$ cat src/rtl/fp_div_32_seq.sv
// fp_div_32_seq: sequential IEEE-754 single-precision divider, quotient = num1 / num2.
// Latency: start sampled on an edge; done 28 edges later (26 DIV + NORM + DONE), 1 edge for zero operands.
// Backpressure: none; start is ignored unless IDLE, inputs captured only on an accepted start.
//
// Ports:
//    clk, rst          rising-edge clock, asynchronous active-high reset
//    start             request, sampled only in IDLE
//    num1, num2        dividend / divisor, captured on accepted start
//    busy              high while DIV or NORM
//    done              one-cycle pulse, quotient valid
//    quotient          result, held until the next completed operation
module fp_div_32_seq #(
   parameter bit ROUND_EN = 1'b1
) (
   input  logic        clk,
   input  logic        rst,
   input  logic        start,
   input  logic [31:0] num1,
   input  logic [31:0] num2,
   output logic        busy,
   output logic        done,
   output logic [31:0] quotient
);

   typedef enum logic [1:0] {S_IDLE, S_DIV, S_NORM, S_DONE} state_t;

   state_t      r_state;
   state_t      w_next;

   logic        r_sign;
   logic [7:0]  r_e1;
   logic [7:0]  r_e2;
   logic [23:0] r_div;    // {1, m2}; constant for the whole operation
   logic [24:0] r_rem;    // partial remainder, always < 2*r_div
   logic [25:0] r_q;      // quotient bits, MSB first; r_q[25] is the integer bit
   logic [4:0]  r_cnt;
   logic [31:0] r_quot;

   // operand classification (exponent field 0 is treated as zero)
   logic        w_z1;
   logic        w_z2;
   logic        w_special;
   logic        w_sign_in;
   logic [31:0] w_special_q;

   assign w_z1      = (num1[30:23] == 8'h00);
   assign w_z2      = (num2[30:23] == 8'h00);
   assign w_special = w_z1 | w_z2;
   assign w_sign_in = num1[31] ^ num2[31];

   always_comb begin
      w_special_q = {w_sign_in, 31'h0};
      if (w_z1 && w_z2)
         w_special_q = 32'h7FC0_0000;
      else if (w_z2)
         w_special_q = {w_sign_in, 8'hFF, 23'h0};
   end

   // one restoring step; when no subtraction happens r_rem < r_div < 2^24, so 24 bits suffice
   logic        w_ge;
   logic [23:0] w_sub;

   assign w_ge  = (r_rem >= {1'b0, r_div});
   assign w_sub = w_ge ? 24'(r_rem - {1'b0, r_div}) : r_rem[23:0];

   // normalisation and rounding
   logic [23:0] w_sig;
   logic        w_rnd;
   logic [7:0]  w_exp_base;
   logic [24:0] w_sig_r;
   logic [7:0]  w_exp;
   logic [22:0] w_mant;

   assign w_sig      = r_q[25] ? r_q[25:2] : r_q[24:1];
   assign w_rnd      = r_q[25] ? r_q[1]    : r_q[0];
   assign w_exp_base = r_e1 - r_e2 + (r_q[25] ? 8'd127 : 8'd126);
   assign w_sig_r    = {1'b0, w_sig} + {24'd0, (ROUND_EN ? w_rnd : 1'b0)};
   assign w_exp      = w_exp_base + {7'd0, w_sig_r[24]};
   // w_sig has its hidden bit set; losing it after rounding means the carry rippled out
   assign w_mant     = w_sig_r[23] ? w_sig_r[22:0] : 23'd0;

   // state register
   always_ff @(posedge clk or posedge rst) begin
      if (rst)
         r_state <= S_IDLE;
      else
         r_state <= w_next;
   end

   // next-state logic
   always_comb begin
      w_next = r_state;
      case (r_state)
         S_IDLE: if (start) w_next = w_special ? S_DONE : S_DIV;
         S_DIV:  if (r_cnt == 5'd25) w_next = S_NORM;
         S_NORM: w_next = S_DONE;
         S_DONE: w_next = S_IDLE;
         default: w_next = S_IDLE;
      endcase
   end

   // outputs
   always_comb begin
      busy     = (r_state == S_DIV) || (r_state == S_NORM);
      done     = (r_state == S_DONE);
      quotient = r_quot;
   end

   // datapath
   always_ff @(posedge clk or posedge rst) begin
      if (rst) begin
         r_sign <= 1'b0;
         r_e1   <= 8'h0;
         r_e2   <= 8'h0;
         r_div  <= 24'h0;
         r_rem  <= 25'h0;
         r_q    <= 26'h0;
         r_cnt  <= 5'h0;
         r_quot <= 32'h0;
      end else begin
         case (r_state)
            S_IDLE: begin
               if (start) begin
                  r_sign <= w_sign_in;
                  r_e1   <= num1[30:23];
                  r_e2   <= num2[30:23];
                  r_div  <= {1'b1, num2[22:0]};
                  r_rem  <= {2'b01, num1[22:0]};
                  r_q    <= 26'h0;
                  r_cnt  <= 5'h0;
                  if (w_special)
                     r_quot <= w_special_q;
               end
            end
            S_DIV: begin
               r_rem <= {w_sub, 1'b0};
               r_q   <= {r_q[24:0], w_ge};
               r_cnt <= r_cnt + 5'd1;
            end
            S_NORM: r_quot <= {r_sign, w_exp, w_mant};
            default: ;
         endcase
      end
   end

endmodule

$ cat config.mk
export PLATFORM = sky130hd
export DESIGN_NAME = fp_div_32_seq
export DESIGN_NICKNAME = d
export VERILOG_FILES = /design/src/rtl/fp_div_32_seq.sv
export SDC_FILE = /design/constraint.sdc
export NUM_CORES = 1
export LEC_CHECK = 0
export CAP_MARGIN = 0
export CORE_UTILIZATION = 57
export DETAILED_ROUTE_END_ITERATION = 6
export PLACE_DENSITY_LB_ADDON = 0.12
export SLEW_MARGIN = 20
export SYNTH_ARGS = -nofsm -noshare
export SYNTH_HDL_FRONTEND = slang
export SYNTH_SLANG_ARGS = --single-unit
$ cat constraint.sdc
create_clock -name clk -period 6.85 [get_ports clk]
set_clock_uncertainty 0.2 [all_clocks]
set_input_delay 1.37 -clock clk [delete_from_list [all_inputs] [get_ports clk]]
set_output_delay 1.37 -clock clk [all_outputs]
set_load 0.02 [all_outputs]
==> results.sh <==
export IMPL_outcome="complete, no violations"
export IMPL_worstPathCellList="buf_4 > mux2_2 > ha_1 > and4_1 > and4b_1 > and4_4 > and3_4 > and4_1 > fa_1 > a21o_1 > a21oi_1 > o21bai_1 > a21oi_1 > nor2b_1 > or3_1 > a31oi_1 > o21ai_0"
export IMPL_critical_path_depth=17
export IMPL_ios=101
export IMPL_cts_tree="yes"
export IMPL_synth_largest_type_area_fraction=0.400
export IMPL_period_minus_slack_ns=4.81
export IMPL_timing_critical_path_slowest_cell_delay_ns=0.41
export IMPL_nFillCells=1088
export IMPL_fmax_mhz=208
export IMPL_slowest_stage="sky130_fd_sc_hd__buf_4"
export IMPL_dp_hpwl_mm=12.7
export IMPL_final_setup_viol_count=0
export IMPL_num_rows=43
export IMPL_syn_mean_instance_area_um2=9.62
export IMPL_critical_path_endpoint="quotient[29]"
export IMPL_final_hold_violation_count=0
export IMPL_yosysSeqAreaShare=0.400
export IMPL_async_flop_share=1.00
export IMPL_htreeDepth=4
export IMPL_antenna_diode_count=0
export IMPL_worstPathArrival_ns=4.90
export IMPL_wl_mm=18.7
export IMPL_cts_hold_buf=0
export IMPL_area_growth_synth_to_final_pct=19.9
export IMPL_post_layout_nonfiller_instances=1113
export IMPL_synth_net_count=966
export IMPL_gp_routability_congestion=0.873
export IMPL_wl_per_cell_um=16.8
export IMPL_r2r_end="quotient[29]"
export IMPL_critPathCaptureType="register"
export IMPL_maxCapViolCount=0
export IMPL_postCtsSetupRepairBufs=0
export IMPL_ys_top_cells_by_count="sky130_fd_sc_hd__dfrtp_1 (131), sky130_fd_sc_hd__nand2_1 (70), sky130_fd_sc_hd__a21oi_1 (61)"
export IMPL_yosys_most_used_dff="sky130_fd_sc_hd__dfrtp_1"
export IMPL_numCtsBuffers=17
export IMPL_grt_pass1_wl_mm=31.4
export IMPL_sequential_cell_area_um2=3280
export IMPL_grt_total_usage=0.271
export IMPL_drv_slew=0
export IMPL_mappedNetlistArea_um2=8190
export IMPL_netlist_instances=852
export IMPL_max_slew_worst_pin_slew_ns=1.00
export IMPL_grt_remaining_overflow=0
export IMPL_die_y_um=122
export IMPL_clk_transition_reported_paths_ns=0.06
export IMPL_timing_hold_ws_ns=0.247
export IMPL_timing_reg2reg_worst_path_depth=17
export IMPL_dieArea_um2=14900
export IMPL_synth_cell_types=68
export IMPL_crit_path_start="r_q[25]"
export IMPL_grt_start_max_net_pins=82
export IMPL_numPortBuffers=100
export IMPL_antenna_found_initial=0
export IMPL_cpLargestDelayFamily="simple AND/OR/NAND/NOR gates"
export IMPL_power_total_uw=4860
export IMPL_via_count=6605
export IMPL_hold_path_class="reg2reg"
export IMPL_period_share=0.703
export IMPL_number_of_synthesized_flops_with_an_enable_pin=0
export IMPL_clock_insertion_delay_worst_skew_ns=0.42
export IMPL_ir_drop_v=0.000431
export IMPL_core_area_um2=13900
export IMPL_drt_pre_antenna_iters=5
export IMPL_synth_largest_area_cell="sky130_fd_sc_hd__dfrtp_1"
export IMPL_synth_most_common_cell="sky130_fd_sc_hd__dfrtp_1"
export IMPL_timing_critical_path_required_ns=6.93
export IMPL_synth_seq_cells=131
export IMPL_cts_path_max_buffers=2
export IMPL_r2r_start="r_q[25]"
export IMPL_static_leakage_power_uw=0.00434
export IMPL_drc_errors=0
export IMPL_multi_input_gate_area_um2=4450
export IMPL_ctsResizeCount=0
export IMPL_die_width_um=122
export IMPL_tns_ns=0
export IMPL_finish_net_count=1035
export IMPL_cts_root_buffer="sky130_fd_sc_hd__clkbuf_16"
export IMPL_worst_slew_margin_rel=0.334
export IMPL_worst_setup_path_start_kind="register"
export IMPL_placement_setup_worst_slack_ns=2.17
export IMPL_synth_warnings=0
export IMPL_post_route_cells_drive_above_1_share=0.103
export IMPL_post_route_worst_setup_slack_ns=2.04
export IMPL_via_count_of_the_first_global_routing_pass=6637
export IMPL_synth_area_leaders="sky130_fd_sc_hd__dfrtp_1 (40%), sky130_fd_sc_hd__ha_1 (6.9%), sky130_fd_sc_hd__mux2_2 (6.3%)"
export IMPL_detail_route_antenna_nets=0
export IMPL_drt_first_iter_violations=369
export IMPL_timing_worst_setup_path_type="reg2reg"
export IMPL_power_per_cell_area_nw_per_um2=495
export IMPL_grt_setup_unrepaired="no"
export IMPL_critical_path_buf_inv_count=1
export IMPL_start_util=0.588
export IMPL_viasPerCell=5.93
export IMPL_worstPathMaxFanout=40
export IMPL_numPlacedInstances=1082
export IMPL_r2r_setup_slack_ns=2.04
export IMPL_clkSinkCount=131
[layout make-up]
type                       instances  area share
inverter                          58      0.0227
clock inverter                     3     0.00408
sequential                       131       0.334
multi-input combinational        605       0.453
clock buffer                      28      0.0557
timing repair buffer             108       0.108
tap                              180      0.0229
[worst reg2reg max path, stage by stage (launching register included)]
cell and delay, ns:
sky130_fd_sc_hd__dfrtp_1 0.38, sky130_fd_sc_hd__buf_4 0.41, sky130_fd_sc_hd__mux2_2 0.40, sky130_fd_sc_hd__ha_1 0.24
sky130_fd_sc_hd__and4_1 0.17, sky130_fd_sc_hd__and4b_1 0.27, sky130_fd_sc_hd__and4_4 0.24, sky130_fd_sc_hd__and3_4 0.21
sky130_fd_sc_hd__and4_1 0.21, sky130_fd_sc_hd__fa_1 0.41, sky130_fd_sc_hd__a21o_1 0.20, sky130_fd_sc_hd__a21oi_1 0.28
sky130_fd_sc_hd__o21bai_1 0.16, sky130_fd_sc_hd__a21oi_1 0.28, sky130_fd_sc_hd__nor2b_1 0.08, sky130_fd_sc_hd__or3_1 0.31
sky130_fd_sc_hd__a31oi_1 0.15, sky130_fd_sc_hd__o21ai_0 0.09
[per-layer routing]
layer | track usage | share of wire | vias to the layer above | routed length (um)
met4 | 0.113 | 0.026 | 0 | 491
met3 | 0.0585 | 0.040 | 42 | 742
met1 | 0.328 | 0.42 | 3208 | 7900
met5 | 0 | 0 | - | 0
met2 | 0.466 | 0.51 | 189 | 9530
li1 | - | - | 3166 | -
[registers in the layout, indices dropped and copies added (netlist names)]
name	cells
quotient	32
r_q	26
r_rem	25
r_div	24
r_e1	8
r_e2	8
r_cnt	5
r_state	2
r_sign	1
[through the flow]
stage / area, um^2 / util
detailed placement: 9230 / 0.663
CTS: 9820 / 0.705
global placement: 9230 / 0.663
global route: 9820 / 0.705
finish: 9820 / 0.705
floorplan: 8190 / -
[report_power, final]
group          internal [uW]  switching [uW]  leakage (uW)
combinational           1210            1590       0.00240
clock                    574             321      0.000293
sequential              1010             156       0.00165
total                   2800            2060       0.00434
[cell families after synthesis]
| family | synth area share |
|---|---|
| buffers and inverters | 0.0615 |
| AO/OA/AOI/OAI | 0.175 |
| multiplexers | 0.0988 |
| XOR/XNOR | 0.0716 |
| flip-flops | 0.400 |
| AND/OR/NAND/NOR | 0.119 |
| adder cells (fa/ha/maj) | 0.0736 |
[layout by cell type (no fill, tap or decap), drive strengths merged, types with 28 or more instances in the layout]
master / netlist / routed
mux2: 47 / 47
clkbuf: 37 / 28
inv: 57 / 57
nand2: 70 / 70
clkdlybuf4s50: 0 / 100
mux2i: 28 / 28
nor2: 54 / 54
ha: 45 / 45
xor2: 34 / 34
xnor2: 33 / 33
dfrtp: 131 / 131
a21oi: 62 / 62
a22o: 28 / 28
[how the worst min path moves through the flow]
| stage | start | end | slack, ns | cells after the start |
|---|---|---|---|---|
| global route | r_div[23] | r_div[23] | 0.30 | 2 |
| CTS | r_div[23] | r_div[23] | 0.25 | 2 |
| detailed placement | r_div[23] | r_div[23] | 0.24 | 2 |
| floorplan | r_div[23] | r_div[23] | 0.22 | 2 |
| global placement | r_div[23] | r_div[23] | 0.23 | 2 |
| finish | r_div[23] | r_div[23] | 0.25 | 2 |
Power figures use the tool's default switching activity.
